===== src/rtl/mult32_seq.sv =====
// Sequential signed multiplier using radix-2 Booth recoding over a 65-bit
// {P_hi, P_lo, q_m1} register; one add/shift iteration per clock.
module mult32_seq #(
  parameter int WIDTH = 32
) (
  input  logic             clock,
  input  logic             reset,
  input  logic             ctrl_MULT,
  input  logic [WIDTH-1:0] data_operandA,
  input  logic [WIDTH-1:0] data_operandB,
  output logic [WIDTH-1:0] data_result,
  output logic             data_exception,
  output logic             data_resultRDY
);

  localparam int CW = $clog2(WIDTH) + 1;
  localparam logic [CW-1:0] LAST_ITER = CW'(WIDTH - 1);

  typedef enum logic [1:0] {
    IDLE = 2'd0,
    RUN  = 2'd1,
    DONE = 2'd2
  } state_t;

  state_t           state_q, state_d;
  logic [CW-1:0]    count_q, count_d;
  logic [WIDTH-1:0] m_q, m_d;
  logic [WIDTH-1:0] p_hi_q, p_hi_d;
  logic [WIDTH-1:0] p_lo_q, p_lo_d;
  logic             q_m1_q, q_m1_d;
  logic             rdy_q, rdy_d;
  logic [WIDTH:0]   sum_s;

  // State and datapath registers
  always_ff @(posedge clock or negedge reset) begin
    if (!reset) begin
      state_q <= IDLE;
      count_q <= {CW{1'b0}};
      m_q     <= {WIDTH{1'b0}};
      p_hi_q  <= {WIDTH{1'b0}};
      p_lo_q  <= {WIDTH{1'b0}};
      q_m1_q  <= 1'b0;
      rdy_q   <= 1'b0;
    end else begin
      state_q <= state_d;
      count_q <= count_d;
      m_q     <= m_d;
      p_hi_q  <= p_hi_d;
      p_lo_q  <= p_lo_d;
      q_m1_q  <= q_m1_d;
      rdy_q   <= rdy_d;
    end
  end

  // Next-state logic; a start pulse in any state (re)starts the operation
  always_comb begin
    state_d = state_q;
    if (ctrl_MULT) begin
      state_d = RUN;
    end else begin
      case (state_q)
        IDLE:    state_d = IDLE;
        RUN:     state_d = (count_q == LAST_ITER) ? DONE : RUN;
        DONE:    state_d = IDLE;
        default: state_d = IDLE;
      endcase
    end
  end

  // Booth add/subtract on the sign-extended high word, so M = -2^(W-1) keeps its sign
  always_comb begin
    sum_s = {p_hi_q[WIDTH-1], p_hi_q};
    case ({p_lo_q[0], q_m1_q})
      2'b01:   sum_s = {p_hi_q[WIDTH-1], p_hi_q} + {m_q[WIDTH-1], m_q};
      2'b10:   sum_s = {p_hi_q[WIDTH-1], p_hi_q} - {m_q[WIDTH-1], m_q};
      default: sum_s = {p_hi_q[WIDTH-1], p_hi_q};
    endcase
  end

  // Operand load on start, otherwise one arithmetic right shift per RUN cycle
  always_comb begin
    count_d = count_q;
    m_d     = m_q;
    p_hi_d  = p_hi_q;
    p_lo_d  = p_lo_q;
    q_m1_d  = q_m1_q;
    if (ctrl_MULT) begin
      count_d = {CW{1'b0}};
      m_d     = data_operandA;
      p_hi_d  = {WIDTH{1'b0}};
      p_lo_d  = data_operandB;
      q_m1_d  = 1'b0;
    end else if (state_q == RUN) begin
      count_d = count_q + CW'(1);
      p_hi_d  = sum_s[WIDTH:1];
      p_lo_d  = {sum_s[0], p_lo_q[WIDTH-1:1]};
      q_m1_d  = p_lo_q[0];
    end else begin
      count_d = count_q;
    end
  end

  // Output logic; RDY is registered alongside the entry into DONE
  always_comb begin
    rdy_d          = (state_d == DONE);
    data_resultRDY = rdy_q;
    data_result    = p_lo_q;
    data_exception = (p_hi_q != {WIDTH{p_lo_q[WIDTH-1]}});
  end

endmodule


===== config.mk =====
export PLATFORM = sky130hd
export DESIGN_NAME = mult32_seq
export DESIGN_NICKNAME = d
export VERILOG_FILES = /design/src/rtl/mult32_seq.sv
export SDC_FILE = /design/constraint.sdc
export NUM_CORES = 1
export LEC_CHECK = 0
export CAP_MARGIN = 20
export CORE_ASPECT_RATIO = 2
export CORE_UTILIZATION = 56
export CTS_CLUSTER_DIAMETER = 30
export DETAILED_ROUTE_END_ITERATION = 7
export GPL_TIMING_DRIVEN = 1
export PLACE_DENSITY = 0.82
export SYNTH_ARGS = -nofsm -noshare
export SYNTH_HDL_FRONTEND = slang
export SYNTH_SLANG_ARGS = --single-unit

===== constraint.sdc =====
create_clock -name clock -period 5.2 [get_ports clock]
set_input_delay 0.52 -clock clock [delete_from_list [all_inputs] [get_ports clock]]
set_output_delay 0.52 -clock clock [all_outputs]
set_load 0.01 [all_outputs]

**Word level (Yosys, flattened, before mapping)**

Cells that the tools add are included.

- Register bits after elaboration: 106
- Bits of input ports: 67
- Output and inout port bits: 34

- $add $sub $neg: 3
- Equality and inequality tests: 6
- Mux-type cells: 12
- Reductions and logical operators: 3

Operator list:

| kind | number |
|---|---|
| $mux W32 | 4 |
| $pmux W33 S2 | 1 |
| $add A32 B32 Y33 | 1 |
| $sub A32 B32 Y33 | 1 |
| $ne A32 B32 Y1 | 1 |
| $mux W6 | 2 |
| $add A6 B1 Y6 const B | 1 |
| $eq A6 B5 Y1 const B | 1 |
| $mux W2 | 3 |
| $eq A2 B1 Y1 const B | 2 |
| $eq A2 B2 Y1 const B | 2 |
| $reduce_bool A3 Y1 | 1 |
| $mux W1 | 2 |
| $reduce_and A2 Y1 | 1 |
| $reduce_bool A2 Y1 | 1 |

**Longest topological paths before layout**

Gate-level depths: netlist of run 1.

- Depth after elaboration: 5
- Gate-level depth with buffers: 19
- Gate-level depth less buffers: 18

**Worst setup path after synthesis of run 1**

No wires, ideal clock.

- Path kind: reg2reg
- Start point: reg m_q[3]
- End point: reg p_hi_q[30]
- Arrival: 3864 ps
- Setup slack: 1198 ps
- Cell stages (with the launch flop): 20
- Path buffers: 2
- Clock period less this slack: 4002 ps
- Cells stage by stage: dfrtp_1 -> nor3_1 -> and3_1 -> clkbuf_1 -> nand2_1 -> nor3b_1 -> nand2_1 -> nor2_1 -> a21oi_1 -> xnor2_1 -> ha_1 -> clkbuf_1 -> and4_1 -> nand3_1 -> or3_1 -> and3_1 -> o21a_1 -> o21ai_0 -> xnor2_1 -> o22ai_1

- Word-level cells in the longest chain between the ends: 4

Ends and longest elaborated chain:

| item | RTL line | RTL |
|---|---|---|
| start, declared | 27 | `logic [WIDTH-1:0] m_q, m_d;` |
| start signal, assigned | 39 | `m_q <= {WIDTH{1'b0}};` |
| start signal, assigned | 47 | `m_q <= m_d;` |
| $sub A32 B32 Y33 / $add A32 B32 Y33 (equally long branches) | 75, 74 |  |
| $pmux W33 S2 * | 73 | `case ({p_lo_q[0], q_m1_q})` |
| $mux W32 * | 93 | `end else if (state_q == RUN) begin` |
| $mux W32 * | 87 | `if (ctrl_MULT) begin` |
| end signal, assigned | 40 | `p_hi_q <= {WIDTH{1'b0}};` |
| end signal, assigned | 48 | `p_hi_q <= p_hi_d;` |
| end, declared | 28 | `logic [WIDTH-1:0] p_hi_q, p_hi_d;` |

Mark *: on every way between the ends. The rest lies on a longest branch, timed or not. The select of a mux whose other input is x is not followed.
A chain may end at the register's enable or synchronous reset.

**Worst setup path in the final report of run 1**

Same ends and word-level chain as after synthesis.

==> qor.csv, run 1 <==
metric,value,unit
async_reset_ff_share,100.0,%
status,"finished, final reports clean",
rsz0062_at_grt,no,
min_period,4522,ps
yosys_warnings,0,
worstPathArrival,4740,ps
dpl.cell_count,1011,
syn2layout_area_growth,19.24,%
hold_violations,0,
synth_top_cell_area_share,37.29,%
nNetsFinal,979,
r2r_end,p_hi_q[30],
clock_path_buffers,2,
numCtsBuffers,9,
ant_nets,0,
worst_ir_drop_vdd,0.3337,mV
fmax,0.2212,GHz
syn-mean-instance-area,8.803,um^2
fill_cells,989,
grt_antenna_before_repair,0,
slew_headroom,50.03,%
fp.dieH,161.4,um
numPortBuffers,100,
start_kind,flop,
gp_congestion,0.9184,
drc_errors,0,
grt_overflow,0,
routedWlPerCell,19.37,um
hold_ws,186.9,ps
period_share,86.96,%
synth_commonest_cells,"dfrtp_1 (106), nand2_1 (95), nor2_1 (68)",
ys_seq_area_share,37.29,%
powerDensity,422.1,mW/mm^2
drt-initial-drc-count,327,
num_rows,57,
viasPerCell,6.161,
min_path_type,in2async,
r2r_setup_slack,680,ps
cp_max_fo,8,
cts-root-buf,clkbuf_16,
power.leakage,3.491,nW
ys_ff_latch,106,
synth_area,0.007113,mm^2
grt_max_degree,69,
vias,6327,
synth.net_count,912,
synth_area_leaders,"dfrtp_1 (37%), ha_1 (6.3%), xnor2_1 (5.7%), nand2_1 (5.0%), mux2i_1 (4.9%)",
tns,0,ps
yosysTopAreaCell,dfrtp_1,
core,0.01227,mm^2
worstPathRequired,5420,ps
routed_wl,19890,um
cts_tree,yes,
die_w,81.69,um
worst-slew-pin-transition,743.8,ps
dr.pass1.iters,5,
cts.repair.resized,0,
clock_skew,10.40,ps
dpl.hpwl,14740,um
worstReg2RegStart,m_q[3],
grt_first_pass_wirelength,31560,um
start_util,57.99,%
htree_num_levels,3,
cap_violations,0,
dieArea,0.01318,mm^2
finalNonFillerCells,1027,
synth_ff_type,dfrtp_1,
synthCells,808,
cts_setup_buffers,0,
crit_type,reg2reg,
clock_sinks,106,
cts_hold_buf,0,
layout-drive-gt1-share,7.841,%
track_usage,32.06,%
synth_cell_types,57,
clk_latency,370,ps
io_pins,101,
yosysMostFrequentCell,dfrtp_1,
diodes,0,
finalMaxSlewViolations,0,
setup_viol,0,
rr_worst_depth,17,
endpoint_kind,flop,
synth-edff-count,0,
clkTransAtPathRegs,90,ps
grt_pass1_vias,6424,
## flip-flops by register name, summed over array words and instances, names as in the netlist
name            cells
m_q                32
p_hi_q             32
data_result        32
state_q             2
data_resultRDY      1
q_m1_q              1
count_q             6
## layer usage
layer	wire (um)	share of wire [%]	global-route usage (%)	vias up
met2	10640	53	56.29	227
met1	6651	33	31.50	2999
met4	1669	8.4	25.52	0
met3	931	4.7	5.763	86
met5	0	0	0	-
li1	-	-	-	3015
## worst max-delay path by stage
| stage | from | to | cells after the start |
|---|---|---|---|
| floorplan | m_q[3] | p_hi_q[30] | 19 |
| global placement | m_q[3] | p_hi_q[30] | 17 |
| detailed placement | m_q[3] | p_hi_q[30] | 17 |
| CTS | m_q[3] | p_hi_q[30] | 17 |
| global route | m_q[3] | p_hi_q[30] | 17 |
| finish | m_q[3] | p_hi_q[30] | 17 |
## through the flow
step                area [um^2]  utilization, %  setup WS, ps  total power, mW
floorplan                  7113               -          1198            2.335
global placement           8160           66.52         899.6            2.785
detailed placement         8160           66.52         735.8            2.820
CTS                        8482           69.15         727.1            3.559
global route               8482           69.15         294.1            3.813
finish                     8482           69.15         678.3            3.580
## placed cells by master, fill, tap and decap left out, drive strengths merged, types with 28 or more instances in the layout
cell and count:
dfrtp 106, clkdlybuf4s50 98, nand2 95, o21ai 70, nor2 69, a21oi 61, xnor2 46, ha 36
mux2i 35, mux2 28
## power breakdown
group / leakage, nW / switching (mW) / internal [mW]
Clock: 0.156 / 0.382 / 0.356
Combinational: 2.01 / 0.928 / 0.744
Sequential: 1.32 / 0.213 / 0.959
Total: 3.49 / 1.52 / 2.06
## cells by family (layout without fill, tap and decap cells)
kind of cell	after synthesis	in the layout	share of synthesized area, %
simple gates	258	258	16.68
compound gates	218	218	18.93
flops	106	106	37.29
xor+xnor	63	63	7.757
mux	63	63	9.358
buf+inv	63	135	3.377
fa+ha+maj	37	37	6.614
## cell type report
class | instances | area, um^2 | share of cell area [%]
timing repair buffer | 107 | 1049 | 12.36
clock inverter | 7 | 96.34 | 1.136
clock buffer | 9 | 225.2 | 2.655
tap | 147 | 183.9 | 2.168
sequential | 106 | 2653 | 31.27
multi-input combinational | 639 | 4230 | 49.87
inverter | 12 | 45.04 | 0.5311
## critical path, cell delays in order, from the launching register on
cell	delay, ps
dfrtp_1	430
nor3_1	340
and3_1	430
nand2_1	120
nor3b_1	530
nand2_1	100
nor2_1	240
a21oi_1	120
xnor2_1	130
ha_1	410
and4_1	280
nand3_1	120
or3_1	380
and3_1	180
o21a_1	120
o21ai_0	210
xnor2_1	140
o22ai_1	90
Power figures use the tool's default switching activity.
==> run 2: changes to the inputs <==
CTS_BUF_LIST = sky130_fd_sc_hd__clkbuf_16   (was unset)
GPL_TIMING_DRIVEN = unset   (was 1)
TNS_END_PERCENT = 1   (was unset)
==> results of run 2 <==
Final layout, timing and power as in run 1 (identical DEF).
==> run 3: changes to the inputs <==
ABC_AREA = 1   (was unset)
CORE_UTILIZATION = 57   (was 56)
PLACE_DENSITY = 0.87   (was 0.82)
==> qor.csv, run 3 <==
metric,value,unit
synth_ff_type,dfrtp_1,
layout-drive-gt1-share,3.571,%
numCtsBuffers,9,
synth-compound-area-share,13.48,%
fin_util,69.08,%
synth.net_count,1274,
slew_headroom,24.01,%
io_pins,101,
grt_antenna_before_repair,0,
finalMaxSlewViolations,0,
routedWlPerCell,17.58,um
worstReg2RegStart,q_m1_q,
cts.repair.resized,0,
r2r_end,p_hi_q[27],
cap_violations,0,
cts_hold_buf,0,
diodes,0,
clock_skew,8.247,ps
ys_ff_latch,106,
yosysTopAreaCell,dfrtp_1,
track_usage,36.20,%
powerDensity,348.0,mW/mm^2
rsz0062_at_grt,no,
crit_type,reg2reg,
drc_errors,0,
yosys_warnings,0,
dpl.hpwl,19200,um
yosys.area_share.simple,30.56,%
yosysMostFrequentCell,nand2_1,
syn-mean-instance-area,6.655,um^2
period_share,71.08,%
numPortBuffers,100,
r2r_setup_slack,1500,ps
clock_sinks,106,
endpoint_kind,flop,
fp.dieH,167.3,um
clkTransAtPathRegs,90,ps
finalNonFillerCells,1415,
cts_setup_buffers,0,
ant_nets,0,
fmax,0.2706,GHz
synth_area,0.007786,mm^2
synth.area.mux_share,0,%
grt_use_met3,7.245,%
synth_top_cell_area_share,34.07,%
htree_num_levels,3,
start_util,58.27,%
die_w,84.65,um
num_rows,60,
vias,8047,
nNetsFinal,1359,
grt_overflow,0,
synth_fa_ha_area_share,6.042,%
status,"finished, final reports clean",
drt-initial-drc-count,435,
ys_seq_area_share,34.07,%
clk_latency,360,ps
grt_pass1_vias,8061,
min_period,3696,ps
grt-busiest-layer,met2,
cp_top_family,simple AND/OR/NAND/NOR gates,
dieArea,0.01416,mm^2
final_common_cell,nand2_1,
worst_ir_drop_vdd,0.2421,mV
syn2layout_area_growth,18.56,%
grtUsageMet1,33.93,%
cp_slowest_cell,ha_1,
synthCells,1170,
cp_max_fo,18,
synthXorXnorAreaFrac,4.612,%
dr.pass1.iters,7,
cts_tree,yes,
grt_first_pass_wirelength,39120,um
setup_viol,0,
synth_cell_types,39,
viasPerCell,5.687,
synth_top_family_by_area,simple AND/OR/NAND/NOR gates,
timing.critical_path.cells,"inv_1, ha_1, inv_2, nand2_1, nand2_2, nor2_2, xor2_1, inv_1, ha_1, a21oi_1, nand2_1, a21oi_1, nor2_1, nor2_1, nand2_1, nand2_1, nand3_1, nand2_1, nand2_1",
worst-slew-pin-transition,1139,ps
tns,0,ps
synth_commonest_cells,"nand2_1 (378), inv_1 (197), dfrtp_1 (106)",
dpl.cell_count,1399,
slowest_delay,540,ps
power.leakage,4.902,nW
routed_wl,24870,um
grt_max_degree,59,
crit_buf_inv,3,
rr_worst_depth,19,
clock_path_buffers,2,
cpMostUsedCell,nand2_1,
met2_usage,65.89,%
cts-root-buf,clkbuf_16,
start_kind,flop,
worstPathRequired,5460,ps
core,0.01336,mm^2
worstPathArrival,3950,ps
final_cell_mix,"nand2_1 (378), inv_1 (197), dfrtp_1 (106), clkdlybuf4s50_1 (98), nor2_1 (88)",
min_path_type,in2async,
async_reset_ff_share,100.0,%
dpl_cell_area,0.008915,mm^2
synth_area_leaders,"dfrtp_1 (34%), nand2_1 (18%), inv_1 (9.5%), ha_1 (5.8%), xor2_1 (4.6%)",
gp_congestion,0.9876,
hold_ws,239.8,ps
hold_violations,0,
synth-edff-count,0,
design_area,0.009231,mm^2
run 3: power breakdown:
part	internal (mW)	switching (mW)	leakage [nW]
sequential	0.930	0.131	1.33
combinational	0.497	0.927	3.42
clock	0.349	0.379	0.152
total	1.78	1.44	4.90
run 3: stage by stage:
step | total power [mW] | setup slack, ps
2_1_floorplan | 1.976 | 2348
3_3_place_gp | 2.445 | 1622
3_5_place_dp | 2.456 | 1548
4_1_cts | 3.190 | 1529
5_1_grt | 3.416 | 1187
6_report | 3.212 | 1504
run 3: how the worst max path moves through the flow:
stage | from | endpoint | slack [ps] | depth (start not counted)
after floorplan | data_result[0] | p_hi_q[31] | 2350 | 18
after detailed placement | q_m1_q | p_hi_q[27] | 1550 | 19
after global placement | q_m1_q | p_hi_q[27] | 1620 | 19
after global routing | q_m1_q | p_hi_q[27] | 1190 | 19
final | q_m1_q | p_hi_q[27] | 1500 | 19
after CTS | q_m1_q | p_hi_q[27] | 1530 | 19
run 3: cell type report:
type	count	area [um^2]
sequential	106	2653
tap	155	193.9
clock inverter	7	91.34
multi-input combinational	832	4259
inverter	200	750.7
clock buffer	9	225.2
fill	1161	4131
timing repair buffer	106	1059
run 3: routing by layer:
metal / wire length (um) / part of all wire (%) / up-vias
met1: 8093 / 33 / 3716
li1: - / - / 3891
met5: 0 / 0 / -
met2: 13050 / 52 / 313
met3: 1437 / 5.8 / 127
met4: 2291 / 9.2 / 0
run 3: kinds of logic after synthesis:
| family | count (synthesis) |
|---|---|
| compound gates | 177 |
| xor+xnor | 41 |
| flops | 106 |
| buf+inv | 232 |
| simple gates | 577 |
| fa+ha+maj | 37 |
==> patch 1 (flow settings as in run 2) <==
The parameter `WIDTH` goes from 32 to 16.
--- a/src/rtl/mult32_seq.sv
+++ b/src/rtl/mult32_seq.sv
@@ -1,7 +1,7 @@
 // Sequential signed multiplier using radix-2 Booth recoding over a 65-bit
 // {P_hi, P_lo, q_m1} register; one add/shift iteration per clock.
 module mult32_seq #(
-  parameter int WIDTH = 32
+  parameter int WIDTH = 16
 ) (
   input  logic             clock,
   input  logic             reset,
Ports: changed (resized data_operandA, data_operandB and data_result); port bits go from 101 to 53. The function was not compared with the original's and may differ.
==> patch 1 against run 2 <==
Final area fell by 45%; area after synthesis fell by 47%; sequential cell count fell by 49; worst setup slack improved by 1300 ps; total power fell by 48%; combinational power fell by 57%; count of clock-buffer cells in the layout did not move; sequential power fell by 49%; die area fell by 46%; routed wire length fell by 53%; clock skew fell by 1.8 ps; final cell count fell by 45%; highest routed layer unchanged.
==> patch 1: results (changes against run 2) <==
The buffer count from post-CTS setup fixing is 0 (unchanged). The tools report the first-pass GRT wire length as 15500 um (-51%). The relative slew slack was 33.1% (-17 points). The logs give 564 (-45%) for the final non-filler cell total and 483 (-47%) for the number of nets produced by synthesis. The average cell area after synthesis is 8.89 um2 (+0.96%).

The logs give 330 ps (-40 ps) for the insertion delay to the later sink of the worst-skew pair and 1.99 nW (-43%) for the static power due to leakage. For the total instance count after detailed placement, the log shows 548 (-46%). Number of buffers created by CTS: 9 (unchanged).

Among cell families on the critical path, the largest total delay comes from adder cells. The maximum number of buffers from clock root to sink is 2 (unchanged). The distinct cell type count after synthesis was 54 (-5.3%); the stage delay of the slowest cell on the critical path was 550 ps (+20 ps). The length of the first detailed-routing pass in iterations is 4 (-1).

The run gives 0.921 (+0.24%) as the placer's final routability congestion estimate. The cell chosen for the clock root is sky130_fd_sc_hd__clkbuf_16. Area of placed instances: 0.00435 mm2 (-47%).

The commonest cells after synthesis are 57 x sky130_fd_sc_hd__dfrtp_1, 56 x sky130_fd_sc_hd__nand2_1, 33 x sky130_fd_sc_hd__o21ai_0. Number of H-tree levels: 3 (unchanged). Vias after detailed routing: 3277 (-48%).

The detailed placer's ending HPWL was 6700 um (-55%); the clock transition at the registers of the reported paths was 50 ps (-40 ps). Clock network fraction of total power: 29.6% (+9.0 points). Final wirelength: 9300 um (-53%). The post-synthesis async set-or-reset flop share is 100% (unchanged).

The total chip power is 1.87 mW (-48%). The number of global-route vias before repair was 3426 (-47%); the part of the Yosys area used for sequential elements was 37.7% (+0.38 points). The number of DRC violations after detailed-routing iteration 0 was 184 (-44%); the fraction of final layout cells with drive strength greater than 1 was 7.98% (+0.14 points). Final-stage net count: 528 (-46%).

The total of warnings raised by yosys is 0 (unchanged), and the highest net fanout along the worst path is 19 (+11). The flow ran to the end, and the final reports show no timing, DRC or antenna violations. The slowest stage of the critical path is the sky130_fd_sc_hd__ha_1 cell. The number of port buffers came out at 52 (-48%). The share of total power consumed by net switching was 36.2% (-6.3 points); the count of fill cells added during filler insertion was 496 (-50%).

Worst vdd rail ir drop: 0.269 mV (-19%). The kind of path behind the tightest hold check is in -> async. The global routing usage summed across all routing layers was 29.1% (-2.9 points). The maximum number of pins on one net before global-route repair was 62 (-10%); the worst path arrival time was 3430 ps (-1310 ps). Power attributed to sequential cells: 0.601 mW (-49%). The run gives 1980 ps (+1300 ps) as the slack of the worst reg-to-reg path. Sorting the synthesized cells by area gives the leading types as sky130_fd_sc_hd__dfrtp_1 38%, sky130_fd_sc_hd__ha_1 6.9%, sky130_fd_sc_hd__nand2_1 5.6%, sky130_fd_sc_hd__xnor2_1 4.4%, sky130_fd_sc_hd__o21ai_0 4.4%.

The clock skew after layout is 8.55 ps (-1.85 ps).
patch 1: worst paths after layout:
kind,startpoint,to,depth (start not counted)
max,q_m1_q,p_hi_q[15],10
min,reset,m_q[12],2
max reg2reg,q_m1_q,p_hi_q[15],10
min reg2reg,count_q[1],count_q[1],2
max in group asynchronous,reset,p_hi_q[6],2
min in group clock,count_q[1],count_q[1],2
patch 1: per-layer routing:
layer  vias up  routed length, um  global-route usage, %
li1       1626                  -                      -
met4         0                322                   16.0
met5         -                  0                      0
met2        67               5000                   49.4
met3        24                268                   4.60
met1      1560               3710                   33.0
patch 1: final cells by class:
| cell class | count | area share [%] |
|---|---|---|
| Inverter | 14 | 1.14 |
| Tap cell | 88 | 2.38 |
| Sequential cell | 57 | 30.8 |
| Multi-Input combinational cell | 333 | 48.0 |
| Clock buffer | 9 | 4.86 |
| Timing Repair Buffer | 56 | 11.7 |
| Clock inverter | 7 | 1.16 |
patch 1: per-stage QoR:
step / worst slack (ps) / util, % / hold WS [ps]
2_1_floorplan: 2370 / - / 224
3_3_place_gp: 2060 / 66.2 / 514
3_5_place_dp: 1960 / 66.2 / 546
4_1_cts: 1970 / 70.5 / 363
5_1_grt: 1700 / 70.5 / 410
6_report: 1980 / 70.5 / 343
patch 1: logic make-up (layout without fill, tap and decap cells):
kind of cell | after synthesis | after routing | share of synthesized area, %
flip-flops | 57 | 57 | 37.7
adder cells (fa/ha/maj) | 22 | 22 | 7.47
AND/OR/NAND/NOR | 143 | 143 | 18.8
XOR/XNOR | 23 | 23 | 5.32
multiplexers | 26 | 26 | 7.24
buffers and inverters | 36 | 86 | 3.67
AO/OA/AOI/OAI | 119 | 119 | 19.9
==> patch 2 (flow settings as in run 2) <==
Without the edit above. Reset style: synchronous (`reset`), changed in one clocked block.
--- a/src/rtl/mult32_seq.sv
+++ b/src/rtl/mult32_seq.sv
@@ -32,7 +32,7 @@
   logic [WIDTH:0]   sum_s;
 
   // State and datapath registers
-  always_ff @(posedge clock or negedge reset) begin
+  always_ff @(posedge clock) begin
     if (!reset) begin
       state_q <= IDLE;
       count_q <= {CW{1'b0}};
Check against the original RTL: differs if reset is asserted again (counterexample within 4 cycles, from zero or initial values and one cycle with reset low); with reset held inactive, the same outputs for 4 cycles.
==> patch 2 against run 2 <==
Final area is 2.1% lower; critical endpoint is now p_hi_q[27]; worst setup slack worse by 260 ps; sequential cell count stayed put; largest cell class unchanged; highest routed layer unchanged; critical path depth stayed put; global-route usage is 2.9 points lower; routed wire length is 9.0% lower; non-clock buffer count is 3 higher; area after synthesis is 2.7% lower.
Power is not compared: it rests on default switching activity, and its combinational part moved more than twofold at a synthesized area within 25%.
==> patch 2: results (changes against run 2) <==
The flow ran to the end, and the final reports show no timing, DRC or antenna violations. The clock transition at the registers of the reported paths came out at 70 ps (-20 ps). The synthesized-area fraction occupied by xor and xnor cells was 7.72% (-0.041 points); the fraction of area in registers was 25.5% (-5.7 points). The met1 track demand over resource in global routing came out at 30.0% (-1.5 points).

Placement-stage worst setup slack: 468 ps (-267 ps). The compound-cell area share of the yosys netlist is 21.9% (+3.0 points). The average cell area after synthesis was 7.74 um2 (-12%); the global routing usage summed across all routing layers was 29.2% (-2.9 points). The final-stage net count was 1067 (+9.0%); the part of the Yosys area used for sequential elements was 30.6% (-6.6 points). The logs give 5070 ps (+330 ps) for the worst path arrival time and 998 (+9.4%) for the number of nets produced by synthesis. The synthesized-area fraction occupied by adder cells works out to 6.61% (about the same).

Ranked by instance count, the synthesized netlist is headed by 137 x sky130_fd_sc_hd__a21oi_1, 106 x sky130_fd_sc_hd__dfxtp_1, 104 x sky130_fd_sc_hd__nand2_1. The detailed placer's ending HPWL is 13200 um (-10%), and the minimum period implied by the final worst setup slack is 4780 ps (+262 ps). The number of logic inverters in the finished layout came out at 13 (+1).

The maximum number of pins on one net before global-route repair is 68 (-1.4%), and the count of fill cells added during filler insertion is 1018 (+2.9%). Number of DRC violations after detailed-routing iteration 0: 312 (-4.6%). The total number of multi-input combinational cells is 724 (+13%), and the number of vias per cell after detailed routing is 5.93 (-3.7%). The logs give 0.976 (+6.3%) for the placer's final routability congestion estimate and 56 (-1.8%) for the distinct cell type count after synthesis.

The combined area of all synthesized cells was 0.00692 mm2 (-2.7%). The startpoint identified for the worst register-to-register timing path is m_q[2]. The fraction of final layout cells with drive strength greater than 1 came out at 4.13% (-3.7 points).

The total length of routed met2 wires came out at 9720 um (-8.7%). Insertion delay to the later sink of the worst-skew pair: 350 ps (-20 ps). After synthesis, the cell types taking the most area are sky130_fd_sc_hd__dfxtp_1 31%, sky130_fd_sc_hd__a21oi_1 9.9%, sky130_fd_sc_hd__nor2b_1 6.5%, sky130_fd_sc_hd__ha_1 6.3%, sky130_fd_sc_hd__nand2_1 5.6%.

For the met2 track utilization from global routing, the log shows 52.6% (-3.7 points). The endpoint identified for the worst register-to-register timing path is p_hi_q[27]. The area of placed instances was 0.00799 mm2 (-2.1%); the total instance count after detailed placement was 1100 (+8.8%).

Non-clock buffer total of the final layout: 110 (+2.8%). Kind of path behind the tightest hold check: reg -> reg. The slack of the worst reg-to-reg path was 420 ps (-260 ps).

The routed metal-1 wirelength came out at 6780 um (+1.9%). The pin slew with the least headroom to its limit is 958 ps (+215 ps), and the clock skew after layout is 10.3 ps (-0.122 ps).
## patch 2: changes by cell type in the layout (fill, tap and decap cells not counted), moves of 6 or more
cell | run 2 | this run
sky130_fd_sc_hd__dfrtp_1 | 106 | 0
sky130_fd_sc_hd__dfxtp_1 | 0 | 106
sky130_fd_sc_hd__o22ai_1 | 12 | 1
sky130_fd_sc_hd__a21oi_1 | 60 | 137
sky130_fd_sc_hd__mux2_2 | 28 | 0
sky130_fd_sc_hd__nor2b_1 | 2 | 71
sky130_fd_sc_hd__a31oi_1 | 15 | 9
sky130_fd_sc_hd__or3_1 | 9 | 1
sky130_fd_sc_hd__nor2_1 | 68 | 60
sky130_fd_sc_hd__nand2b_1 | 1 | 9
sky130_fd_sc_hd__nand2_1 | 95 | 104
sky130_fd_sc_hd__o21ai_0 | 67 | 41
sky130_fd_sc_hd__o21a_1 | 12 | 5
## patch 2: worst max-delay path, cell delays in order (launching register included)
cell and delay (ps):
sky130_fd_sc_hd__dfxtp_1 360, sky130_fd_sc_hd__nor4_1 440, sky130_fd_sc_hd__nor4b_1 640, sky130_fd_sc_hd__nand2_1 210
sky130_fd_sc_hd__nor2_1 430, sky130_fd_sc_hd__a21oi_1 150, sky130_fd_sc_hd__xnor2_1 150, sky130_fd_sc_hd__ha_1 400
sky130_fd_sc_hd__a21oi_1 100, sky130_fd_sc_hd__a21oi_1 150, sky130_fd_sc_hd__nor2_1 50, sky130_fd_sc_hd__o21ai_0 70
sky130_fd_sc_hd__a41o_1 210, sky130_fd_sc_hd__a211oi_1 120, sky130_fd_sc_hd__o31ai_1 510, sky130_fd_sc_hd__a21oi_1 120
sky130_fd_sc_hd__or4b_1 470, sky130_fd_sc_hd__a21oi_1 130
